$ cat config.mk
export PLATFORM = sky130hd
export DESIGN_NAME = fas_pack_stage
export DESIGN_NICKNAME = d
export VERILOG_FILES = /design/src/rtl/fas_pack_stage_pkg.sv /design/src/rtl/fas_lzc32.sv /design/src/rtl/fas_pack_stage.sv
export SDC_FILE = /design/constraint.sdc
export NUM_CORES = 1
export LEC_CHECK = 0
export CAP_MARGIN = 30
export CORE_MARGIN = 2
export CORE_UTILIZATION = 44
export CTS_BUF_LIST = sky130_fd_sc_hd__clkbuf_2
export DETAILED_ROUTE_END_ITERATION = 8
export GPL_ROUTABILITY_DRIVEN = 0
export PLACE_DENSITY = 0.7
export SYNTH_ARGS = -nofsm -noshare
export SYNTH_HDL_FRONTEND = slang
export SYNTH_HIERARCHICAL = 1
export SYNTH_SLANG_ARGS = --single-unit
$ cat constraint.sdc
create_clock -name clk -period 3.01 [get_ports clk]
set_clock_uncertainty 0.05 [all_clocks]
set_input_delay 0.4515 -clock clk [delete_from_list [all_inputs] [get_ports clk]]
set_output_delay 0.4515 -clock clk [all_outputs]
set_load 0.05 [all_outputs]
$ cat src/rtl/fas_pack_stage_pkg.sv
// Shared constants and types for the float add/sub pack stage.
// Holds the IEEE-754 single field geometry and the stage-A pipeline word.
package fas_pack_stage_pkg;

   localparam logic [7:0] FAS_EXP_INF = 8'hFF;
   localparam int FAS_EXP_W  = 8;
   localparam int FAS_FRAC_W = 23;
   localparam int FAS_SIG_W  = 32;
   localparam int SIG_HIDDEN = 30;

   typedef struct packed {
      logic                 sign;
      logic [FAS_SIG_W-1:0] sig;
      logic [8:0]           base_e;
      logic [5:0]           lz;
   } stage_a_t;

   typedef enum logic [1:0] {
      PACK_NORM,
      PACK_ZERO,
      PACK_OVF,
      PACK_UNF
   } pack_kind_t;

   // Zero input wins over exponent range; overflow is tested before underflow.
   function automatic pack_kind_t classify(input logic sig_zero, input logic signed [10:0] e);
      if (sig_zero)            return PACK_ZERO;
      else if (e >= 11'sd255)  return PACK_OVF;
      else if (e <= 11'sd0)    return PACK_UNF;
      else                     return PACK_NORM;
   endfunction

endpackage

$ cat src/rtl/fas_lzc32.sv
// Combinational 32-bit leading-zero count; returns 32 when the input is zero.
module fas_lzc32
   import fas_pack_stage_pkg::*;
(
   input  logic [FAS_SIG_W-1:0] sig,
   output logic [5:0]           lz
);

   always_comb begin
      // NOTE: default assigned first so every path drives lz and no latch is inferred.
      lz = 6'd32;
      // Ascending scan: the most significant set bit is the last to write lz.
      for (int i = 0; i < FAS_SIG_W; i++) begin
         if (sig[i]) lz = 6'(FAS_SIG_W - 1 - i);
      end
   end

endmodule

$ cat src/rtl/fas_pack_stage.sv
// Final add/sub stage: normalize, compute exponent, apply ovf/unf rules, pack single.
// Two-cycle latency with sticky exception flags and a saturating result counter.
module fas_pack_stage
   import fas_pack_stage_pkg::*;
#(
   parameter int CNT_W = 16
) (
   input  logic             clk,
   input  logic             rst_n,
   input  logic [32:0]      x3,
   input  logic [8:0]       base_ei,
   input  logic             enable,
   output logic [31:0]      result,
   output logic             valid,
   output logic             ovf,
   output logic             unf,
   output logic             zero,
   input  logic             flag_clr,
   output logic             sticky_ovf,
   output logic             sticky_unf,
   output logic [CNT_W-1:0] result_cnt
);

   stage_a_t   a_q;
   logic       v_a;
   logic [5:0] lz_in;

   fas_lzc32 u_lzc (
      .sig (x3[FAS_SIG_W-1:0]),
      .lz  (lz_in)
   );

   logic [FAS_SIG_W-1:0]  n;
   logic signed [10:0]    e;
   logic [FAS_FRAC_W-1:0] frac;
   pack_kind_t            kind;
   logic [31:0]           packed_word;

   always_comb begin
      n    = a_q.sig << a_q.lz[4:0];
      e    = $signed({2'b00, a_q.base_e}) + 11'sd1 - $signed({5'b00000, a_q.lz});
      // Dropping bit31 (the leading 1) and the low byte leaves exactly n[30:8].
      frac = FAS_FRAC_W'(n >> (SIG_HIDDEN + 1 - FAS_FRAC_W));
      kind = classify(a_q.sig == '0, e);
      unique case (kind)
         PACK_ZERO: packed_word = {a_q.sign, 31'h0};
         PACK_OVF:  packed_word = {a_q.sign, FAS_EXP_INF, {FAS_FRAC_W{1'b0}}};
         PACK_UNF:  packed_word = {a_q.sign, 31'h0};
         default:   packed_word = {a_q.sign, e[FAS_EXP_W-1:0], frac};
      endcase
   end

   always_ff @(posedge clk) begin
      // NOTE: every register, data included, is cleared so reset flushes both stages.
      if (!rst_n) begin
         a_q    <= '0;
         v_a    <= 1'b0;
         result <= '0;
         valid  <= 1'b0;
         ovf    <= 1'b0;
         unf    <= 1'b0;
         zero   <= 1'b0;
      end else begin
         // NOTE: non-blocking so stage B reads the previous stage-A contents.
         v_a   <= enable;
         valid <= v_a;
         if (enable) a_q <= '{sign: x3[32], sig: x3[FAS_SIG_W-1:0], base_e: base_ei, lz: lz_in};
         if (v_a) begin
            result <= packed_word;
            ovf    <= (kind == PACK_OVF);
            unf    <= (kind == PACK_UNF);
            zero   <= (kind == PACK_ZERO);
         end
      end
   end

   // Status: a set event in the clearing cycle survives the clear.
   always_ff @(posedge clk) begin
      if (!rst_n) begin
         sticky_ovf <= 1'b0;
         sticky_unf <= 1'b0;
         result_cnt <= '0;
      end else begin
         if (valid && ovf)  sticky_ovf <= 1'b1;
         else if (flag_clr) sticky_ovf <= 1'b0;
         if (valid && unf)  sticky_unf <= 1'b1;
         else if (flag_clr) sticky_unf <= 1'b0;
         if (flag_clr)                        result_cnt <= valid ? CNT_W'(1) : '0;
         else if (valid && result_cnt != '1)  result_cnt <= result_cnt + 1'b1;
      end
   end

endmodule

# [Word-level counts from Yosys, hierarchy flattened]
# Index checks and enable logic that the tools add are counted.
[op_classes] add_sub_neg=3 order_cmp=2 n_eq_ne=4 shift=1 mux=42 reduce_logical=8
[ops] op="2-to-1 mux 6 bit" count=32
[ops] op="one-hot mux 31 bit (2 select lines)" count=1
[ops] op="zero test 32 bit" count=1
[ops] op="2-to-1 mux 16 bit" count=2
[ops] op="left shift 32 x 5 -> 31 bit" count=1
[ops] op="adder 16 x 1 -> 16 bit (second input constant)" count=1
[ops] op="inequality test 16 bit (second input constant)" count=1
[ops] op=">= comparator 11 x 9 -> 1 bit (second input constant)" count=1
[ops] op="less-or-equal comparator 11 x 1 -> 1 bit (second input constant)" count=1
[ops] op="subtractor 10 x 6 -> 11 bit" count=1
[ops] op="adder 9 x 1 -> 10 bit (second input constant)" count=1
[ops] op="2-to-1 mux 2 bit" count=3
[ops] op="nonzero test 2 bit" count=3
[ops] op="equality test 2 bit (second input constant)" count=2
[ops] op="2-to-1 mux 1 bit" count=4
[ops] op="logical AND 1 bit" count=3
[ops] op="equality test 2 x 1 -> 1 bit (second input constant)" count=1
[ops] op="OR reduction 2 bit" count=1
[word_totals] ff_bits=103 in_bits=46 out_inout_bits=54 word_cells=73

# [Logic depth before layout (Yosys ltp)]
# Gate-level depths: netlist of run 1.
[logic_depth] ltp_word=32 mapped_depth=13 ltp_nobuf=11

# [Modules after synthesis]
# The synthesis of run 1 kept the hierarchy.
[by_module_without_submodules] module="fas_pack_stage" instances=1 cells_each=624 area_per_inst_um2=6079.6 seq_area_each_um2=2062.0
[by_module_without_submodules] module="fas_lzc32" instances=1 cells_each=65 area_per_inst_um2=367.9 seq_area_each_um2=0.0

# [Worst setup path after synthesis of run 1]
# No wires, ideal clock.
[synth_path] kind="register -> register" from="register a_q[3] in the netlist's numbering" to="register result[12]" t_arrival_ns=3.176 setup_slack_ns=-0.277 path_stages_with_launch=13 n_path_buf=3 path_cell_list="dfxtp_1 -> inv_1 -> buf_1 -> buf_1 -> ha_1 -> ha_1 -> a21oi_1 -> a21oi_1 -> nor4b_1 -> o211ai_2 -> nor4_4 -> buf_6 -> a22o_1"
[synth_between] elab_chain_cells=8 word_cells_on_any_way=12
[synth_rtl] item="start: declaration" line_no="fas_pack_stage.sv:24" rtl="stage_a_t a_q;"
[synth_rtl] item="start signal: assignment" line_no="fas_pack_stage.sv:67" rtl="if (enable) a_q <= '{sign: x3[32], sig: x3[FAS_SIG_W-1:0], base_e: base_ei, lz: lz_in};"
[synth_rtl] item="subtractor 10 x 6 -> 11 bit" line_no="fas_pack_stage.sv:41" rtl="e = $signed({2'b00, a_q.base_e}) + 11'sd1 - $signed({5'b00000, a_q.lz});"
[synth_rtl] item="less-or-equal comparator 11 x 1 -> 1 bit" line_no="fas_pack_stage_pkg.sv:29" rtl="else if (e <= 11'sd0) return PACK_UNF;"
[synth_rtl] item="2-to-1 mux 2 bit" line_no="fas_pack_stage_pkg.sv:29"
[synth_rtl] item="2-to-1 mux 2 bit" line_no="fas_pack_stage_pkg.sv:28" rtl="else if (e >= 11'sd255) return PACK_OVF;"
[synth_rtl] item="2-to-1 mux 2 bit" line_no="fas_pack_stage_pkg.sv:27" rtl="if (sig_zero) return PACK_ZERO;"
[synth_rtl] item="equality test 2 bit / equality test 2 x 1 -> 1 bit (equally long branches)" line_no="fas_pack_stage.sv:45" rtl="unique case (kind)"
[synth_rtl] item="OR reduction 2 bit (no source line)"
[synth_rtl] item="one-hot mux 31 bit (2 select lines) (*)" line_no="fas_pack_stage.sv:45"
[synth_rtl] item="end signal: assignment" line_no="fas_pack_stage.sv:69" rtl="result <= packed_word;"
[synth_rtl] item="end: declaration" line_no="fas_pack_stage.sv:13" rtl="output logic [31:0] result,"
# Mark *: on every way between the ends. The rest lies on a longest branch, timed or not.
# A chain may end at the register's enable or synchronous reset.

# [Worst setup path after layout of run 1]
[layout_path] from="register a_q[7] in the netlist's numbering" to="register result[22]"
[layout_between] elab_chain_cells=9 word_cells_on_any_way=12
[layout_rtl] item="adder 9 x 1 -> 10 bit (*)" line_no="fas_pack_stage.sv:41"
[layout_rtl] item="subtractor 10 x 6 -> 11 bit (*)" line_no="fas_pack_stage.sv:41"
[layout_rtl] item="less-or-equal comparator 11 x 1 -> 1 bit" line_no="fas_pack_stage_pkg.sv:29"
[layout_rtl] item="2-to-1 mux 2 bit" line_no="fas_pack_stage_pkg.sv:29"
[layout_rtl] item="2-to-1 mux 2 bit (*)" line_no="fas_pack_stage_pkg.sv:28"
[layout_rtl] item="2-to-1 mux 2 bit (*)" line_no="fas_pack_stage_pkg.sv:27"
[layout_rtl] item="equality test 2 bit / equality test 2 x 1 -> 1 bit (equally long branches)" line_no="fas_pack_stage.sv:45"
[layout_rtl] item="OR reduction 2 bit (no source line)"
[layout_rtl] item="one-hot mux 31 bit (2 select lines) (*)" line_no="fas_pack_stage.sv:45"
# Marks and branches as above.

==> results of run 1 <==
==> cells in the final DEF (no fill, tap or decap), types with 18 or more instances in the layout <==
cell	n
a22o_1	23
nor2_1	40
dfxtp_1	101
mux2i_1	66
a21oi_1	34
clkdlybuf4s50_1	98
nor2b_1	54
o21ai_0	31
inv_1	18
mux4_2	27
nand2_1	55
buf_4	22
==> kinds of logic after synthesis <==
family / after synthesis / synth area share (%)
fa+ha+maj: 17 / 3.42
flops: 103 / 32.0
mux: 108 / 22.8
simple gates: 245 / 20.7
buf+inv: 65 / 4.50
xor+xnor: 10 / 1.36
compound gates: 141 / 15.3
==> state kept, by name (all words and copies together) (netlist names) <==
signal      count
result         32
ovf             1
a_q            48
valid           1
zero            1
result_cnt     16
v_a             1
sticky_ovf      1
unf             1
sticky_unf      1
==> final timing paths <==
path	slack, ps	start	end	cells after the start
worst max-delay path	-50	a_q[7]	result[22]	14
worst min-delay path	350	enable	v_a	3
worst max register to register	-50	a_q[7]	result[22]	14
worst min register to register	430	result[30]	result[30]	2
==> routing by layer <==
metal  vias to the layer above  global-route usage [%]
li1                       2744                       -
met1                      2681                    28.2
met2                       190                    32.5
met3                        24                    3.17
met4                         0                    7.58
met5                         -                       0
==> power by group through the flow <==
stage	registers, uW	clock network [uW]	logic [uW]
final	1480	717	775
after global routing	1490	780	835
after CTS	1480	743	747
after detailed placement	1510	0	735
after global placement	1500	0	719
after floorplan	1540	0	466
==> per-stage QoR <==
| step | area [um2] | hold slack, ps |
|---|---|---|
| floorplan | 6470 | 432 |
| global placement | 7630 | 397 |
| detailed placement | 7630 | 397 |
| CTS | 7800 | 297 |
| global route | 7880 | 329 |
| finish | 7880 | 347 |
==> critical path, cell delays in order, from the launching register on <==
cell     delay, ps
dfxtp_2        410
inv_2           50
ha_4           250
inv_1           40
ha_2           200
fa_2           370
buf_6          130
xor2_2         160
nor4_2         290
o21ai_2        130
nor4_4         310
buf_4          180
nor4_4          40
buf_12         160
a22o_1         190
==> cell usage after synthesis (18+ instances only) <==
| cell type | count | area (um2) |
|---|---|---|
| dfxtp_1 | 103 | 2060 |
| mux2i_1 | 66 | 661 |
| nand2_1 | 55 | 206 |
| nor2b_1 | 55 | 344 |
| nor2_1 | 40 | 150 |
| a21oi_1 | 34 | 170 |
| o21ai_0 | 32 | 160 |
| clkbuf_1 | 28 | 105 |
| mux4_2 | 27 | 608 |
| a22o_1 | 23 | 201 |
| inv_1 | 19 | 71.3 |
| nand3_1 | 18 | 90.1 |
| nor4_1 | 18 | 113 |
==> area by class of cell <==
type                            count  area, um2  share of cell area (%)
Sequential cell                   103       2060                    26.2
Inverter                           21       80.1                    1.02
Tap cell                          184        230                    2.92
Timing Repair Buffer              123       1180                    15.0
Clock buffer                       11       55.1                   0.699
Multi-Input combinational cell    521       4190                    53.2
Clock inverter                      4       71.3                   0.905
==> repair_timing <==
| item | in CTS | in global routing |
|---|---|---|
| pin swaps | 3 | 8 |
| buffers inserted | 3 | 1 |
| setup endpoints to repair | 23 | 24 |
| gates resized for setup | 5 | 15 |
==> metrics, run 1 <==
GRT Util Overall=20.4%; Critical Path End Type=flip-flop; ratio of cells with drive above 1 in the final layout=14.8%; initial antenna violation count=0; clock share of power=24.1%; Die ar.=15600 um2; Pre-antenna DRT Iters=5; failing checks=setup timing; count of state elements after synthesis=103; maximum capacitance violations=0; Final Util=54.6%; First DRT Iteration DRCs=423; Setup violations, final=14; metal2 WL=7.60 mm; drt wl/cell=16.9 um; fin worst setup slack=-49.9 ps; Netlist cell types=72; Port Buf Inserts=99; crit path DAT=3500 ps; post-route ant nets=0; Row Count=44; I/O pins=100; crit start category=flip-flop; syn_nets=752; required time worst endpoint=3450 ps; Internal=2050 uW; grt ovf=0; static leakage=0.00288 uW; pwr/cell area=377 nW/um2; fin cells=967; FMAX=327 MHz; setup TNS=-540 ps; register share of total power=49.8%; area grow syn2layout=22.2%; prevailing post-synth register cell=dfxtp_1; Design Power=2970 uW; syn avg cell area=9.36 um2; Diodes inserted=0; H-tree depth=3; Hold Fails Final Rpt=0; DRC Markers=0; combinational power share=26.1%; met3 WL=952 um; clock buffer depth=2; period utilization=102%; dpl hpwl=12.5 mm; largest net degree at the start of global routing=56; latest clock arrival within the worst-skew pair=610 ps; CTS buffer count=9; number of synthesized flops with an enable pin=0; cells after synthesis=689; CTS tree=built; CTS sink count=103; vias post-DR=5639; final WL=16.4 mm; slew at the pin closest to its max-slew limit=770 ps; fin crit period=3060 ps; Place WS=-147 ps; FFs w/ async S/R, synth=0%; post-synthesis sequential area ratio=32.0%; routed vias/inst=5.83; Worst slew margin=48.0%; CTS clock-pin slew for the worst setup and hold paths=270 ps; Placeable Area=14400 um2; Layout fillers=1289; Final nets=842; height of the die=125 um; starting density of the core=44.7%; status=complete, but fails checks; Hold Crit Class=input pin to flip-flop; Net Switching=922 uW; Met1 Wirelength=7.49 mm; vias in the first global route=5199; YS warnings=6; die width=125 um; mapped cell area=6450 um2; sw frac=31.0%; global-route wire length before repair=26.4 mm; pins over their slew limit=0; Max FO, Critical Path=15; CTS Hold Bufs=0; dpl cells=950; Peak VDD IR=0.220 mV; uppermost layer routed=met4; RSZ-0062 raised after global routing=true; clock root buffer=clkbuf_2; critical path class=flip-flop to flip-flop
(Power assumes the default switching activity.)
==> inputs of run 2 (changes only) <==
--- a/config.mk
+++ b/config.mk
@@ -12,6 +12,7 @@
 export DETAILED_ROUTE_END_ITERATION = 8
 export GPL_ROUTABILITY_DRIVEN = 0
 export PLACE_DENSITY = 0.7
+export SETUP_SLACK_MARGIN = 0.02
 export SYNTH_ARGS = -nofsm -noshare
 export SYNTH_HDL_FRONTEND = slang
 export SYNTH_HIERARCHICAL = 1
==> metrics, run 2 (same netlist as run 1, synthesis figures left out) <==
Final Cell Area=7820 um2 (-0.78%); height of the die=125 um (unchanged); Row Count=44 (unchanged); crit start category=flip-flop; Diodes inserted=0 (unchanged); required time worst endpoint=3580 ps (+130 ps); pins over their slew limit=0 (unchanged); Placeable Area=14400 um2 (unchanged); slew at the pin closest to its max-slew limit=729 ps (-40.8 ps); starting density of the core=44.7% (unchanged); grt ovf=0 (unchanged); drt wl/cell=17.2 um (+1.4%); pwr/cell area=377 nW/um2 (about the same); commonest non-fill, non-tap cell in the layout=dfxtp_1; static leakage=0.00285 uW (-0.99%); DRC Markers=0 (unchanged); CTS clock-pin slew for the worst setup and hold paths=290 ps (+20 ps); initial antenna violation count=0 (unchanged); global-route wire length before repair=26.7 mm (+1.2%); Design Power=2950 uW (-0.82%); Hold Fails Final Rpt=0 (unchanged); clock buffer depth=2 (unchanged); crit path DAT=3460 ps (-40 ps); Peak VDD IR=0.217 mV (-1.5%); H-tree depth=3 (unchanged); Largest register FFs=48 (unchanged); CTS sink count=103 (unchanged); Worst slew margin=51.4% (+3.4 points); GRT Util Overall=20.7% (+0.21 points); most frequent cells in the layout=100 x dfxtp_1, 98 x clkdlybuf4s50_1, 66 x mux2i_1; fin crit period=2890 ps (-169 ps); Final nets=836 (-0.71%); Die ar.=15600 um2 (unchanged); Critical Path End Type=flip-flop; status=finished clean; latest clock arrival within the worst-skew pair=640 ps (+30 ps); post-route ant nets=0 (unchanged); critical path class=flip-flop to flip-flop; placed inst area=7580 um2 (-0.54%); setup TNS=0 ps (+540 ps); period utilization=96.0% (-5.6 points); dpl hpwl=12.7 mm (+1.5%); CTS tree=built; Pre-antenna DRT Iters=5 (unchanged); RSZ-0062 raised after global routing=false; Port Buf Inserts=99 (unchanged); CTS buffer count=9 (unchanged); First DRT Iteration DRCs=338 (-20%); final WL=16.5 mm (+0.91%); die width=125 um (unchanged); FMAX=346 MHz (+5.9%); Layout fillers=1323 (+2.6%); routed vias/inst=5.83 (about the same); ratio of cells with drive above 1 in the final layout=14.3% (-0.55 points); Max FO, Critical Path=4 (-11); clock root buffer=clkbuf_2; vias post-DR=5612 (-0.48%); maximum capacitance violations=0 (unchanged); CTS Hold Bufs=0 (unchanged); Setup violations, final=0 (-14); vias in the first global route=5273 (+1.4%); largest registers=a_q: 48 flops, result: 32 flops, result_cnt: 16 flops; largest net degree at the start of global routing=56 (unchanged); Largest Register=a_q; Hold Crit Class=input pin to flip-flop; I/O pins=100 (unchanged); area grow syn2layout=21.2%
## run 2: cell types whose count changed in the layout (fill, tap and decap cells not counted), moves of 2 or more
cell      change
buf_4         -6
inv_6         +2
ha_4          -3
ha_1          +2
clkbuf_2      -2
## run 2: area by class of cell
class / count / area [um2] / area share, %
clock inverter: 7 / 78.8 / 1.01
timing repair buffer: 117 / 1140 / 14.6
clock buffer: 9 / 45.0 / 0.576
tap: 184 / 230 / 2.95
sequential: 103 / 2070 / 26.4
inverter: 21 / 83.8 / 1.07
multi-input combinational: 521 / 4170 / 53.4
## run 2: power by group
| part | switching (uW) | total, uW | internal, uW |
|---|---|---|---|
| clock network | 497 | 698 | 202 |
| registers | 60.4 | 1480 | 1420 |
| logic | 422 | 768 | 346 |
## run 2: timing repair
item / 4_1_cts / 5_1_grt
pin swaps: 2 / 2
buffers inserted: 2 / 1
endpoints found under the setup margin: 5 / 24
resized for setup: 2 / 19
cloned: 0 / 1
## run 2: routing by layer
layer  vias to the layer above  GRT usage (%)  part of all wire (%)
met3                        20           4.45                   5.3
met1                      2697           27.6                    46
met5                         -              0                     0
li1                       2727              -                     -
met4                         0           6.54                   1.6
met2                       168           33.5                    47
## run 2: worst max-delay path, cell delays in order, from the launching register on
cell and delay (ps):
dfxtp_2 390, inv_1 40, ha_1 260, inv_1 40, ha_1 230, fa_2 400
and3_4 220, o2111ai_1 210, nand3_2 170, or4_1 560, o2bb2a_4 210, o21ai_2 90
## run 2: path summary, 6_finish.rpt
check,slack (ps),end,start,depth (start not counted)
setup / recovery,120,unf,a_q[7],11
hold / removal,330,a_q[14],base_ei[8],3
setup reg to reg,120,unf,a_q[7],11
hold reg to reg,430,result[27],result[27],2
## run 2: per-stage QoR
| stage | worst slack, ps | instances | hold WS, ps | util (%) |
|---|---|---|---|---|
| after global placement | 137 | 942 | 396 | 52.6 |
| after detailed placement | 66.8 | 942 | 402 | 52.6 |
| after global routing | 8.59 | 962 | 289 | 54.2 |
| final | 119 | 962 | 330 | 54.2 |
| after floorplan | 21.4 | 689 | 432 | - |
| after CTS | 32.9 | 960 | 290 | 53.6 |
==> inputs of run 3 (changes only) <==
--- a/config.mk
+++ b/config.mk
@@ -11,7 +11,7 @@
 export CTS_BUF_LIST = sky130_fd_sc_hd__clkbuf_2
 export DETAILED_ROUTE_END_ITERATION = 8
 export GPL_ROUTABILITY_DRIVEN = 0
-export PLACE_DENSITY = 0.7
+export PLACE_DENSITY_LB_ADDON = 0.15
 export SETUP_SLACK_MARGIN = 0.02
 export SYNTH_ARGS = -nofsm -noshare
 export SYNTH_HDL_FRONTEND = slang
==> metrics, run 3 (same netlist as run 1, synthesis figures left out) <==
CP max stage cell=dfxtp_2; Internal=2050 uW (+3.9%); clock buffer depth=2 (unchanged); fin worst setup slack=103 ps (-16.8 ps); combinational power share=25.7% (-0.3 points); CTS buffer count=9 (unchanged); Final nets=836 (unchanged); grt ovf=0 (unchanged); routed vias/inst=5.73 (-1.8%); Top delay family on crit path=adder cells; most frequent cells in the layout=100 x dfxtp_1, 98 x clkdlybuf4s50_1, 66 x mux2i_1; Row Count=44 (unchanged); largest registers=a_q: 48 flops, result: 32 flops, result_cnt: 16 flops; First DRT Iteration DRCs=346 (+2.4%); maximum capacitance violations=0 (unchanged); initial antenna violation count=1 (+1); global-route wire length before repair=27.1 mm (+1.3%); static leakage=0.00287 uW (+0.37%); DRC Markers=0 (unchanged); Met1 Wirelength=7.94 mm (+3.9%); met3 WL=605 um (-31%); Largest register FFs=48 (unchanged); Largest Register=a_q; fin crit period=2910 ps (+16.8 ps); post-route ant nets=0 (unchanged); status=finished clean; Die ar.=15600 um2 (unchanged); Worst slew margin=46.9% (-4.5 points); I/O pins=100 (unchanged); crit path DAT=3360 ps (-100 ps); pins over their slew limit=0 (unchanged); CTS sink count=103 (unchanged); FMAX=344 MHz (-0.58%); Setup violations, final=0 (unchanged); drt wl/cell=16.9 um (-1.4%); uppermost layer routed=met4; Place WS=14.3 ps (-52.5 ps); height of the die=125 um (unchanged); register share of total power=49.7% (-0.6 points); Peak VDD IR=0.199 mV (-8.2%); sw frac=31.4% (-1.8 points); latest clock arrival within the worst-skew pair=600 ps (-40 ps); Hold Fails Final Rpt=0 (unchanged); die width=125 um (unchanged); CTS tree=built; clock root buffer=clkbuf_2; H-tree depth=3 (unchanged); setup TNS=0 ps (unchanged); Min Hold Slack=391 ps (+61.7 ps); Net Switching=935 uW (-4.5%); Worst Path Buf+Inv=3 (+1); metal2 WL=7.43 mm (-4.0%); Hold Crit Class=input pin to flip-flop; area grow syn2layout=21.8%; Port Buf Inserts=99 (unchanged); GRT Util Overall=21.0% (+0.31 points); Critical Path End Type=flip-flop; dpl hpwl=12.4 mm (-2.0%); Design Power=2980 uW (+1.1%); final WL=16.3 mm (-1.2%); CTS Hold Bufs=0 (unchanged); CTS clock-pin slew for the worst setup and hold paths=270 ps (-20 ps); period utilization=96.6% (+0.56 points); Cell Chain, Critical Path=inv_1 -> ha_1 -> inv_1 -> ha_1 -> fa_2 -> and3_4 -> o2111ai_2 -> mux2_2 -> o211ai_4 -> nor4_4 -> buf_4 -> a22o_1; commonest non-fill, non-tap cell in the layout=dfxtp_1; largest net degree at the start of global routing=56 (unchanged); critical path class=flip-flop to flip-flop; crit start category=flip-flop; Placeable Area=14400 um2 (unchanged); CP max stage delay=390 ps (-170 ps); ratio of cells with drive above 1 in the final layout=14.0% (-0.26 points); vias post-DR=5524 (-1.6%); Max FO, Critical Path=7 (+3); vias in the first global route=5445 (+3.3%); Layout fillers=1309 (-1.1%); required time worst endpoint=3460 ps (-120 ps); slew at the pin closest to its max-slew limit=797 ps (+68.2 ps); starting density of the core=44.7% (unchanged); Pre-antenna DRT Iters=5 (unchanged); RSZ-0062 raised after global routing=false; pwr/cell area=380 nW/um2 (+0.59%); clock share of power=24.6% (+0.9 points)
==> run 3: through the flow <==
step	utilization [%]	instance area [um2]	instances
floorplan	-	6480	689
global placement	52.7	7610	943
detailed placement	52.7	7610	943
CTS	53.8	7760	961
global route	54.4	7850	964
finish	54.4	7850	964
==> run 3: cell type report <==
type / instances / area [um2] / share of cell area, %
Multi-Input combinational cell: 521 / 4190 / 53.3
Timing Repair Buffer: 117 / 1150 / 14.6
Sequential cell: 103 / 2070 / 26.3
Antenna cell: 2 / 5.00 / 0.0637
Clock buffer: 10 / 50.0 / 0.637
Tap cell: 184 / 230 / 2.93
Inverter: 21 / 83.8 / 1.07
Clock inverter: 6 / 83.8 / 1.07
==> run 3: path summary, 6_finish.rpt <==
kind,from,slack [ps],endpoint,cells after the start
worst max-delay path,a_q[7],100,result[2],12
worst min-delay path,base_ei[6],390,a_q[12],3
worst max register to register,a_q[7],100,result[2],12
worst min register to register,result[26],430,result[26],2
==> run 3: layer usage <==
metal / vias up / GRT usage [%]
met5: - / 0
met4: 0 / 8.10
met3: 21 / 2.74
met2: 139 / 33.0
met1: 2628 / 29.5
li1: 2736 / -
==> run 3: what timing repair did <==
item                       in CTS  in global routing
pin swaps                       2                  4
buffers inserted                2                  1
resized for setup               2                 18
setup endpoints to repair      21                 29
==> run 3: power by group through the flow <==
stage / clock network, uW / registers (uW) / logic, uW
floorplan: 0 / 1540 / 466
global placement: 0 / 1500 / 712
detailed placement: 0 / 1510 / 726
CTS: 763 / 1480 / 730
global route: 817 / 1490 / 832
finish: 732 / 1480 / 767
==> run 3: worst register-to-register path: cells and delay by family, from the launching register on <==
kind	cells	cell delay [ps]
muxes	1	390
adders and majority gates	3	870
buffers and inverters	3	250
and+or+nand+nor	2	310
DFF	1	390
AOI/OAI and AO/OA	3	540
